## src/rtl/imem_loader_pkg.sv

```systemverilog
// Shared types for the instruction-memory loader: PC/instruction words,
// loader FSM states and the stream packing ratio.
package imem_loader_pkg;

    typedef logic [31:0] ProgramCounter;
    typedef logic [31:0] Instruction;

    typedef enum logic [2:0] {
        LD_IDLE,
        LD_RECV,
        LD_WRITE,
        LD_DRAIN,
        LD_DONE
    } loader_state_t;

    localparam int BYTES_PER_WORD = 4;
    localparam int IDX_W          = $clog2(BYTES_PER_WORD);

endpackage

```

## src/rtl/imem_loader.sv

```systemverilog
// Run-time instruction RAM loader: packs a big-endian byte stream into
// 32-bit words written from address 0, holding the CPU while busy.
import imem_loader_pkg::*;

module imem_loader #(
    parameter int IW = 4
) (
    input  logic          CLK,
    input  logic          reset_n,
    input  logic          start,
    input  logic [7:0]    s_data,
    input  logic          s_valid,
    input  logic          s_last,
    output logic          s_ready,
    output logic          wr_en,
    output ProgramCounter wr_addr,
    output Instruction    wr_data,
    output logic          busy,
    output logic          hold_cpu,
    output logic          done,
    output logic          err,
    output logic [IW:0]   words_loaded
);

    localparam logic [IDX_W-1:0] LAST_IDX = IDX_W'(BYTES_PER_WORD - 1);

    loader_state_t    r_state;
    loader_state_t    w_next;
    Instruction       r_pack;
    logic [IDX_W-1:0] r_idx;
    logic             r_last;
    logic [IW:0]      r_words;
    logic             r_err;
    logic             w_xfer;
    logic             w_full;

    assign w_xfer = s_valid && s_ready;
    // Count never exceeds 2**IW, so the top bit alone marks a full memory
    assign w_full = r_words[IW];

    always_ff @(posedge CLK or negedge reset_n) begin
        if (!reset_n) begin
            r_state <= LD_IDLE;
        end else begin
            r_state <= w_next;
        end
    end

    always_comb begin
        w_next = r_state;
        unique case (r_state)
            LD_IDLE: begin
                if (start) w_next = LD_RECV;
            end
            LD_RECV: begin
                if (w_xfer && (s_last || r_idx == LAST_IDX)) begin
                    w_next = LD_WRITE;
                end
            end
            LD_WRITE: begin
                if (r_last) begin
                    w_next = LD_DONE;
                end else if (w_full) begin
                    w_next = LD_DRAIN;
                end else begin
                    w_next = LD_RECV;
                end
            end
            LD_DRAIN: begin
                if (w_xfer && s_last) w_next = LD_DONE;
            end
            LD_DONE: begin
                w_next = LD_IDLE;
            end
            default: begin
                w_next = LD_IDLE;
            end
        endcase
    end

    always_comb begin
        s_ready  = 1'b0;
        wr_en    = 1'b0;
        busy     = 1'b0;
        done     = 1'b0;
        s_ready  = (r_state == LD_RECV) || (r_state == LD_DRAIN);
        wr_en    = (r_state == LD_WRITE) && !w_full;
        busy     = (r_state != LD_IDLE);
        done     = (r_state == LD_DONE);
        hold_cpu = busy;
    end

    always_ff @(posedge CLK or negedge reset_n) begin
        if (!reset_n) begin
            r_pack  <= '0;
            r_idx   <= '0;
            r_last  <= 1'b0;
            r_words <= '0;
            r_err   <= 1'b0;
        end else begin
            unique case (r_state)
                LD_IDLE: begin
                    if (start) begin
                        r_pack  <= '0;
                        r_idx   <= '0;
                        r_last  <= 1'b0;
                        r_words <= '0;
                        r_err   <= 1'b0;
                    end
                end
                LD_RECV: begin
                    if (w_xfer) begin
                        unique case (r_idx)
                            2'd0:    r_pack[31:24] <= s_data;
                            2'd1:    r_pack[23:16] <= s_data;
                            2'd2:    r_pack[15:8]  <= s_data;
                            default: r_pack[7:0]   <= s_data;
                        endcase
                        r_idx  <= r_idx + IDX_W'(1);
                        r_last <= s_last;
                    end
                end
                LD_WRITE: begin
                    if (w_full) begin
                        r_err <= 1'b1;
                    end else begin
                        r_words <= r_words + (IW+1)'(1);
                    end
                    r_pack <= '0;
                    r_idx  <= '0;
                end
                default: begin
                end
            endcase
        end
    end

    assign wr_addr      = {{(32-IW){1'b0}}, r_words[IW-1:0]};
    assign wr_data      = r_pack;
    assign err          = r_err;
    assign words_loaded = r_words;

endmodule

```

## config.mk

```make
export PLATFORM = sky130hd
export DESIGN_NAME = imem_loader
export DESIGN_NICKNAME = d
export VERILOG_FILES = /design/src/rtl/imem_loader_pkg.sv /design/src/rtl/imem_loader.sv
export SDC_FILE = /design/constraint.sdc
export NUM_CORES = 1
export LEC_CHECK = 0
export BUFFER_PORTS_ARGS = -buffer_cell sky130_fd_sc_hd__buf_2
export CORE_MARGIN = 5
export CORE_UTILIZATION = 37
export DETAILED_ROUTE_END_ITERATION = 8
export GPL_TIMING_DRIVEN = 0
export PLACE_DENSITY = 0.71
export REMOVE_ABC_BUFFERS = 1
export SYNTH_ARGS = -nofsm -noshare
export SYNTH_HDL_FRONTEND = slang
export SYNTH_SLANG_ARGS = --single-unit
```

## constraint.sdc

```tcl
create_clock -name CLK -period 2.04 [get_ports CLK]
set_clock_uncertainty 0.05 [all_clocks]
set_input_delay 0.51 -clock CLK [delete_from_list [all_inputs] [get_ports CLK]]
set_output_delay 0.51 -clock CLK [all_outputs]
set_load 0.02 [all_outputs]
```

# Word level (Yosys, flattened, before mapping)

Index checks and enable logic that the tools add are counted.

Register bits: 44
Latch bits: 0
RAM bits: 0
Memory bits (read-only): 0
Bits of input ports: 13
Output and inout bits: 75
Word-level logic and storage cells: 77
Memories kept: 0

$add $sub $neg: 2
Multiply operators: 0
Div/mod/pow operators: 0
$lt $le $gt $ge: 0
Equal/unequal tests: 17
Shift-type cells: 0
Multiplexer cells: 24
Bitwise operators: 0
Reduce and logical (&&, ||, !) cells: 24

Operators with widths:

| operator                                                                | count |
|---|---|
| 32-bit one-hot mux with 3 select lines                                  | 1 |
| 32-bit two-way mux                                                      | 2 |
| 8-bit two-way mux                                                       | 4 |
| 4-bit AND reduction                                                     | 4 |
| 3-bit AND reduction                                                     | 5 |
| 2-bit inequality test, second input constant                            | 7 |
| 3-bit two-way mux                                                       | 4 |
| 3-bit one-hot mux with 4 select lines                                   | 1 |
| 5-bit two-way mux                                                       | 2 |
| 5-bit one-hot mux with 2 select lines                                   | 1 |
| 3-bit by 2-bit == test with 1-bit output, second input constant         | 2 |
| 2-bit two-way mux                                                       | 3 |
| 2-bit by 1-bit inequality test with 1-bit output, second input constant | 3 |
| 2-bit one-hot mux with 3 select lines                                   | 1 |
| 3-bit nonzero test                                                      | 2 |
| 5-bit by 1-bit adder with 5-bit output, second input constant           | 1 |
| 2-bit == test, second input constant                                    | 2 |
| 1-bit logical AND                                                       | 4 |
| 1-bit one-hot mux with 2 select lines                                   | 2 |
| 2-bit nonzero test                                                      | 2 |
| 3-bit by 1-bit == test with 1-bit output, second input constant         | 1 |
| 3-bit == test, second input constant                                    | 1 |
| 3-bit zero test                                                         | 1 |
| 1-bit two-way mux                                                       | 3 |
| other kinds (7)                                                         | 8 |

# Longest topological paths before layout

Gate-level depths: netlist of run 1.

Depth in word-level cells: 6
Depth in mapped cells: 5
Gate-level depth less buffers: 5

# Least setup slack after synthesis of run 1

Ideal clock, no wire load.

Kind: reg2out
Start point: register r_state[1]
End point: output wr_en
Arrival time: 1.320 ns
Data required time: 1.480 ns
Slack: 0.160 ns
Stages on the path, launching flop included: 5
Path buffers: 2
Path through: dfrtp_1 -> buf_4 -> inv_1 -> buf_2 -> nor3_1

Longest elaborated chain between the ends: 2

Ends and longest elaborated chain:

| item                                     | line              | RTL |
|---|---|---|
| start, declared                          | imem_loader.sv:27 | `loader_state_t r_state;` |
| start signal, assigned                   | imem_loader.sv:45 | `r_state <= w_next;` |
| 3-bit by 2-bit == test with 1-bit output | imem_loader.sv:87 | `wr_en = (r_state == LD_WRITE) && !w_full;` |
| 1-bit logical AND                        | imem_loader.sv:87 |  |
| end, declared                            | imem_loader.sv:15 | `output logic wr_en,` |

Every way passes these cells.

# Worst setup path after layout of run 1

Start point: register r_state[1]
End point: output hold_cpu

Longest elaborated chain between the ends: 1

Ends and longest elaborated chain:

| item               | line              | RTL |
|---|---|---|
| 3-bit nonzero test | imem_loader.sv:88 | `busy = (r_state != LD_IDLE);` |
| end, declared      | imem_loader.sv:19 | `output logic hold_cpu,` |

Every way passes these cells.

==> impl_metrics.env, run 1 <==
export IMPL_clk_pin_slew_ps=90
export IMPL_crit_chain="inv_1 > nand3_1 > buf_2"
export IMPL_timing_reg2reg_setup_slack_ps=120
export IMPL_postSynth_topFlopCell="sky130_fd_sc_hd__dfrtp_1"
export IMPL_route_detailed_vias_per_inst=5.00
export IMPL_first_global_vias=1575
export IMPL_n_fill_cell=540
export IMPL_critPathRequiredTime_ps=1480
export IMPL_nets=277
export IMPL_critPathMaxFanout=11
export IMPL_cellLeakagePower_uw=0.00139
export IMPL_antenna_diode_count=0
export IMPL_place_congestion=0.743
export IMPL_dieArea_mm2=0.00777
export IMPL_drt_wirelength_per_cell_um=15.7
export IMPL_postSynthCellCount=200
export IMPL_core_rowCount=28
export IMPL_p_sw_share_pct=42.6
export IMPL_cts_buffer_count=5
export IMPL_ys_async_sr_fraction_pct=100
export IMPL_ant_nets=0
export IMPL_pwr_share_clk_pct=17.2
export IMPL_grt_max_degree=45
export IMPL_global_route_wire_length_before_repair_um=7950
export IMPL_tritoncts="yes"
export IMPL_slew_viol_final=0
export IMPL_cp_arrival_ps=1410
export IMPL_worst_setup_path_start_kind="flop"
export IMPL_timing_max_slew_rel_slack_pct=34.8
export IMPL_port_buffer_count=59
export IMPL_timing_final_hold_violations=0
export IMPL_postCtsHoldBufs=0
export IMPL_critical_path_max_stage_delay_ps=480
export IMPL_internal_power_contribution_uw=2290
export IMPL_cts_sinks=44
export IMPL_start_util_pct=38.1
export IMPL_synth_top_cells_by_area="sky130_fd_sc_hd__dfrtp_1, sky130_fd_sc_hd__a22o_1, sky130_fd_sc_hd__buf_4, sky130_fd_sc_hd__ha_1, sky130_fd_sc_hd__buf_6"
export IMPL_vias=1674
export IMPL_detail_route_iter0_violations=101
export IMPL_worstRegToRegCells=5
export IMPL_fin_crit_sh_pct=96.5
export IMPL_critical_path_reg2reg_startpoint="r_state[2]$_DFFE_PN0P_"
export IMPL_synth_cells_most_frequent="sky130_fd_sc_hd__dfrtp_1, sky130_fd_sc_hd__buf_4, sky130_fd_sc_hd__a22o_1, sky130_fd_sc_hd__a21oi_1, sky130_fd_sc_hd__nor3_1"
export IMPL_layout_drive_gt1_share_pct=32.7
export IMPL_htree_num_levels=2
export IMPL_seqPwrFrac_pct=35.1
export IMPL_drt_total_wl_um=5260
export IMPL_cpMaxStageDelayCell="sky130_fd_sc_hd__dfrtp_2"
export IMPL_number_of_antenna_violations_at_the_first_check_in_global_routing=0
export IMPL_postSynthRegisterBits=44
export IMPL_netlist_area_leader_share_pct=48.8
export IMPL_synth_seq_area_share_pct=48.8
export IMPL_run_status="finished clean"
export IMPL_yosysWarnings=0
export IMPL_max_slew_worst_pin_slew_ps=978
export IMPL_net_sw_power_uw=1700
export IMPL_hpwlAfterDp_um=3650
export IMPL_design_core_area_mm2=0.00592
export IMPL_setup_violations_final=0
export IMPL_max_cap_viol_count=0
export IMPL_cts_path_max_buffers=2
export IMPL_setup_worst_path_end="hold_cpu"
export IMPL_dieWidth_um=88.1
export IMPL_hold_slack_ps=314
export IMPL_synth_avg_cell_area_um2=11.3
export IMPL_drc_errors=0
export IMPL_crit_reg2reg_capture="wr_data[9]$_DFFE_PN0P_"
export IMPL_overflow=0
export IMPL_pin_count=88
export IMPL_post_synth_top_count_cell="sky130_fd_sc_hd__dfrtp_1"
export IMPL_synth_lib_cells_used_distinct=35
export IMPL_clockRootBuffer="sky130_fd_sc_hd__clkbuf_8"
export IMPL_max_freq_ghz=0.508
export IMPL_synth_edff_count=0
export IMPL_die_height_um=88.1
export IMPL_cp_end_kind="output pin"
export IMPL_synthDominantAreaCellType="sky130_fd_sc_hd__dfrtp_1"
export IMPL_synth_area_mm2=0.00226
export IMPL_dpl_cell_area_mm2=0.00241
export IMPL_area_growth_syn_to_layout_pct=16.5
export IMPL_ir_worst_vdd_mv=0.593
export IMPL_min_period_ps=1970
export IMPL_grt_util_all_layers_pct=13.3
export IMPL_comb_power_share_pct=47.7
export IMPL_drt_pass1_iterations=4
export IMPL_worst_hold_path_type="primary input to async pin"
export IMPL_power_density_mw_per_mm2=1520
export IMPL_final_cell_area_mm2=0.00263
export IMPL_worst_setup_path_type="flop to output pin"
export IMPL_clkLatencyLatePin_ps=300
export IMPL_crit_start="r_state[1]$_DFFE_PN0P_"
==> layout by cell type, fill, tap and decap left out, types with 5 or more instances in the layout <==
cell                         n
sky130_fd_sc_hd__clkbuf_8    5
sky130_fd_sc_hd__o2bb2ai_1   6
sky130_fd_sc_hd__inv_1       7
sky130_fd_sc_hd__dfrtp_1    41
sky130_fd_sc_hd__buf_2      59
sky130_fd_sc_hd__nor3_1      8
sky130_fd_sc_hd__ha_1        5
sky130_fd_sc_hd__conb_1     28
sky130_fd_sc_hd__buf_4      10
sky130_fd_sc_hd__nor2_1      6
sky130_fd_sc_hd__a21oi_1     8
sky130_fd_sc_hd__a22o_1     32
==> logic make-up after synthesis <==
family          after synthesis  synth area share (%)
flops                        44                  48.8
fa+ha+maj                     5                  2.77
mux                           2                 0.886
simple gates                 34                  8.98
compound gates               62                  22.2
other cells                   1                 0.166
buf+inv                      52                  16.2
==> registers in the layout, summed over array words and instances, names as in the netlist <==
| signal | count |
|---|---|
| wr_data | 32 |
| words_loaded | 5 |
| r_last | 1 |
| r_state | 3 |
| r_idx | 2 |
| err | 1 |
==> area by class of cell <==
| type | instances | area [um^2] | area share (%) |
|---|---|---|---|
| clock inverters | 3 | 46.3 | 1.76 |
| repair buffers | 70 | 390 | 14.8 |
| clock buffers | 5 | 68.8 | 2.62 |
| multi-input cells | 131 | 895 | 34.0 |
| flip-flops and latches | 44 | 1110 | 42.2 |
| well taps | 75 | 93.8 | 3.57 |
| inverters | 7 | 26.3 | 0.999 |
==> power groups by stage <==
| stage | Combinational (uW) | Sequential (uW) | Clock (uW) |
|---|---|---|---|
| floorplan | 825 | 1750 | 0 |
| global placement | 1680 | 1470 | 0 |
| detailed placement | 1720 | 1470 | 0 |
| CTS | 1720 | 1460 | 704 |
| global route | 2070 | 1450 | 740 |
| finish | 1910 | 1400 | 688 |
==> worst max-delay path, delay by kind of cell, from the launching register on <==
kind	cells	cell delay, ps
and+or+nand+nor	1	140
buffers and inverters	2	490
DFF	1	480
==> routing by layer <==
layer,track usage [%],share of wire (%),vias up
li1,-,-,787
met1,17.4,42,820
met2,22.0,49,62
met3,3.39,8.1,5
met4,3.71,0.95,0
met5,0,0,-
==> repair_timing <==
action | CTS | global route
setup buffers | 0 | 11
gates resized for setup | 3 | 3
hold endpoints to repair | 0 | 0
endpoints found under the setup margin | 9 | 4
==> worst min-delay path by stage <==
stage,from,to,cells past startpoint
global route,reset_n,wr_data[29]$_DFFE_PN0P_,1
detailed placement,wr_data[5]$_DFFE_PN0P_,wr_data[5]$_DFFE_PN0P_,1
CTS,reset_n,wr_data[24]$_DFFE_PN0P_,1
global placement,wr_data[13]$_DFFE_PN0P_,wr_data[13]$_DFFE_PN0P_,1
floorplan,reset_n,err$_DFFE_PN0P_,0
finish,reset_n,wr_data[24]$_DFFE_PN0P_,1
==> metrics by stage <==
stage               utilization (%)  cells  total power (uW)  TNS, ps  setup WS (ps)
floorplan                         -    182              2580        0            109
global placement               40.7    316              3150        0           55.8
detailed placement             40.7    316              3190        0           33.2
CTS                            42.7    324              3890    -78.0          -78.0
global route                   44.4    335              4250    -23.1          -12.6
finish                         44.4    335              4000        0           71.5
Note: power is estimated with default switching activity, not from simulation.
==> inputs of run 2 (changes only) <==
Settings changed: ABC_AREA from default to 1, PLACE_DENSITY 0.71 to 0.7.
==> run 2 against run 1 <==
  * Global-route usage down 0.082 points
  * Power up 18%
  * Fmax up 1.8%
  * Combinational power up 46%
  * Clock power down 17%
  * Core utilization down 0.14 points
  * Highest routed layer unchanged
  * Critical path depth up 1
  * Die area up 8.4%
  * Final area up 8.1%
  * Hold slack better by 8.5 ps
  * Sequential cell count unchanged
==> impl_metrics.env, run 2 <==
export IMPL_core_rowCount=29
export IMPL_worst_setup_path_type="flop to output pin"
export IMPL_synth_top_cells_by_area="sky130_fd_sc_hd__dfrtp_1, sky130_fd_sc_hd__nand2_1, sky130_fd_sc_hd__buf_4, sky130_fd_sc_hd__o21ai_1, sky130_fd_sc_hd__o21ai_0"
export IMPL_finalNonFillerCells=426
export IMPL_yosysWarnings=0
export IMPL_max_freq_ghz=0.517
export IMPL_drt_wirelength_per_cell_um=12.9
export IMPL_clk_pin_slew_ps=80
export IMPL_synth_area_mm2=0.00247
export IMPL_tritoncts="yes"
export IMPL_place_congestion=0.803
export IMPL_cts_buffer_count=5
export IMPL_port_buffer_count=59
export IMPL_start_util_pct=38.5
export IMPL_overflow=0
export IMPL_min_period_ps=1930
export IMPL_dieArea_mm2=0.00842
export IMPL_max_cap_viol_count=0
export IMPL_route_detailed_vias_per_inst=4.69
export IMPL_timing_final_hold_violations=0
export IMPL_synthDominantAreaCellType="sky130_fd_sc_hd__dfrtp_1"
export IMPL_multi_input_area_mm2=0.00111
export IMPL_drt_total_wl_um=5510
export IMPL_cp_end_kind="output pin"
export IMPL_design_core_area_mm2=0.00642
export IMPL_finalWorstSetupSlack_ps=106
export IMPL_power_density_mw_per_mm2=1660
export IMPL_clkLatencyLatePin_ps=290
export IMPL_critical_path_reg2reg_startpoint="r_state[0]$_DFFE_PN0P_"
export IMPL_area_sequential_mm2=0.00110
export IMPL_layout_commonest_cell="sky130_fd_sc_hd__nand2_1"
export IMPL_postSynthRegisterBits=44
export IMPL_max_slew_worst_pin_slew_ps=984
export IMPL_critPathMaxFanout=4
export IMPL_critPathRequiredTime_ps=1480
export IMPL_ir_worst_vdd_mv=0.629
export IMPL_timing_max_slew_rel_slack_pct=34.4
export IMPL_pre_cts_slack_ps=42.6
export IMPL_global_route_wire_length_before_repair_um=9120
export IMPL_antenna_diode_count=0
export IMPL_crit_start="r_state[2]$_DFFE_PN0P_"
export IMPL_grt_setup_unrepaired="no"
export IMPL_ant_nets=0
export IMPL_hpwlAfterDp_um=4120
export IMPL_postSynth_topFlopCell="sky130_fd_sc_hd__dfrtp_1"
export IMPL_vias=1996
export IMPL_worst_setup_path_start_kind="flop"
export IMPL_clockRootBuffer="sky130_fd_sc_hd__clkbuf_8"
export IMPL_first_global_vias=1886
export IMPL_worstRegToRegCells=7
export IMPL_die_height_um=91.7
export IMPL_number_of_antenna_violations_at_the_first_check_in_global_routing=0
export IMPL_drc_errors=0
export IMPL_grt_max_degree=45
export IMPL_ys_async_sr_fraction_pct=100
export IMPL_synth_seq_area_share_pct=44.5
export IMPL_synth_edff_count=0
export IMPL_htree_num_levels=2
export IMPL_synth_avg_cell_area_um2=8.67
export IMPL_setup_violations_final=0
export IMPL_cts_sinks=44
export IMPL_highest_count_cells_in_the_layout_ignoring_fill_and_taps="sky130_fd_sc_hd__nand2_1, sky130_fd_sc_hd__buf_2, sky130_fd_sc_hd__dfrtp_1"
export IMPL_n_fill_cell=656
export IMPL_fin_crit_sh_pct=94.8
export IMPL_run_status="finished clean"
export IMPL_slew_viol_final=0
export IMPL_synth_cells_most_frequent="sky130_fd_sc_hd__nand2_1, sky130_fd_sc_hd__dfrtp_1, sky130_fd_sc_hd__buf_4, sky130_fd_sc_hd__inv_1, sky130_fd_sc_hd__o21ai_1"
export IMPL_synth_lib_cells_used_distinct=29
export IMPL_post_synth_top_count_cell="sky130_fd_sc_hd__nand2_1"
export IMPL_timing_setup_tns_ps=0
export IMPL_largest_register_ffs=32
export IMPL_pin_count=88
export IMPL_grt_util_all_layers_pct=13.2
export IMPL_postSynthCellCount=285
export IMPL_detail_route_iter0_violations=101
export IMPL_cp_arrival_ps=1370
export IMPL_worst_hold_path_type="primary input to async pin"
export IMPL_dieWidth_um=91.7
export IMPL_postCtsHoldBufs=0
export IMPL_cellLeakagePower_uw=0.00162
export IMPL_area_growth_syn_to_layout_pct=15.0
export IMPL_layout_drive_gt1_share_pct=30.7
export IMPL_cts_path_max_buffers=2
export IMPL_drt_pass1_iterations=4
export IMPL_post_placement_cell_count=410
export IMPL_netlist_area_leader_share_pct=44.5
export IMPL_nets=366
==> run 2: routing by layer <==
metal,wire [um],track usage [%],vias up,share of wire (%)
met3,350,3.36,10,6.4
met1,2480,17.8,938,45
met4,104,4.58,0,1.9
li1,-,-,976,-
met2,2580,20.8,72,47
met5,0,0,-,0
==> run 2: what timing repair did <==
| item | 4_1_cts | 5_1_grt |
|---|---|---|
| setup buffers | 2 | 6 |
| setup endpoints to repair | 4 | 2 |
| pin swaps | 0 | 2 |
| gates cloned | 0 | 0 |
| resized for setup | 8 | 1 |
==> run 2: logic make-up (layout without fill, tap and decap cells) <==
kind of cell | after synthesis | after routing | synth area share [%]
AND/OR/NAND/NOR | 127 | 127 | 25.1
buffers and inverters | 59 | 96 | 15.5
adder cells (fa/ha/maj) | 5 | 5 | 2.53
flip-flops | 44 | 44 | 44.5
other | 1 | 28 | 0.152
AO/OA/AOI/OAI | 49 | 49 | 12.2
==> run 2: path summary, 6_finish.rpt <==
path,to,slack [ps]
setup / recovery,wr_en,110
hold / removal,r_state[1]$_DFFE_PN0P_,320
max in group asynchronous,r_state[2]$_DFFE_PN0P_,960
hold reg to reg,wr_data[17]$_DFFE_PN0P_,430
min in group CLK,r_last$_DFFE_PN0P_,380
setup reg to reg,wr_data[5]$_DFFE_PN0P_,290
==> run 2: worst max-delay path: stages (launching register included) <==
cell and delay (ps):
sky130_fd_sc_hd__dfrtp_2 480, sky130_fd_sc_hd__nor2_2 190, sky130_fd_sc_hd__nand2_2 110, sky130_fd_sc_hd__nor2_4 120
sky130_fd_sc_hd__buf_2 180
==> run 2: area by class of cell <==
type | count | area share, %
Multi-Input combinational cell | 209 | 39.1
Clock inverter | 2 | 0.528
Tap cell | 77 | 3.39
Timing Repair Buffer | 67 | 12.5
Clock buffer | 6 | 2.90
Sequential cell | 44 | 38.8
Inverter | 21 | 2.77
==> run 2: metrics by stage <==
stage	area, um^2	hold WS [ps]	utilization, %	power [uW]
6_report	2840	322	44.3	4730
5_1_grt	2840	388	44.3	5150
4_1_cts	2790	352	43.5	4670
3_5_place_dp	2660	415	41.4	4020
3_3_place_gp	2660	410	41.4	3970
2_1_floorplan	2270	164	-	3280
==> run 2: power by group <==
group | total, uW | switching [uW] | internal, uW | leakage, uW
clock network | 574 | 299 | 274 | 0.0000434
registers | 1380 | 218 | 1160 | 0.000580
logic | 2780 | 1920 | 860 | 0.000997
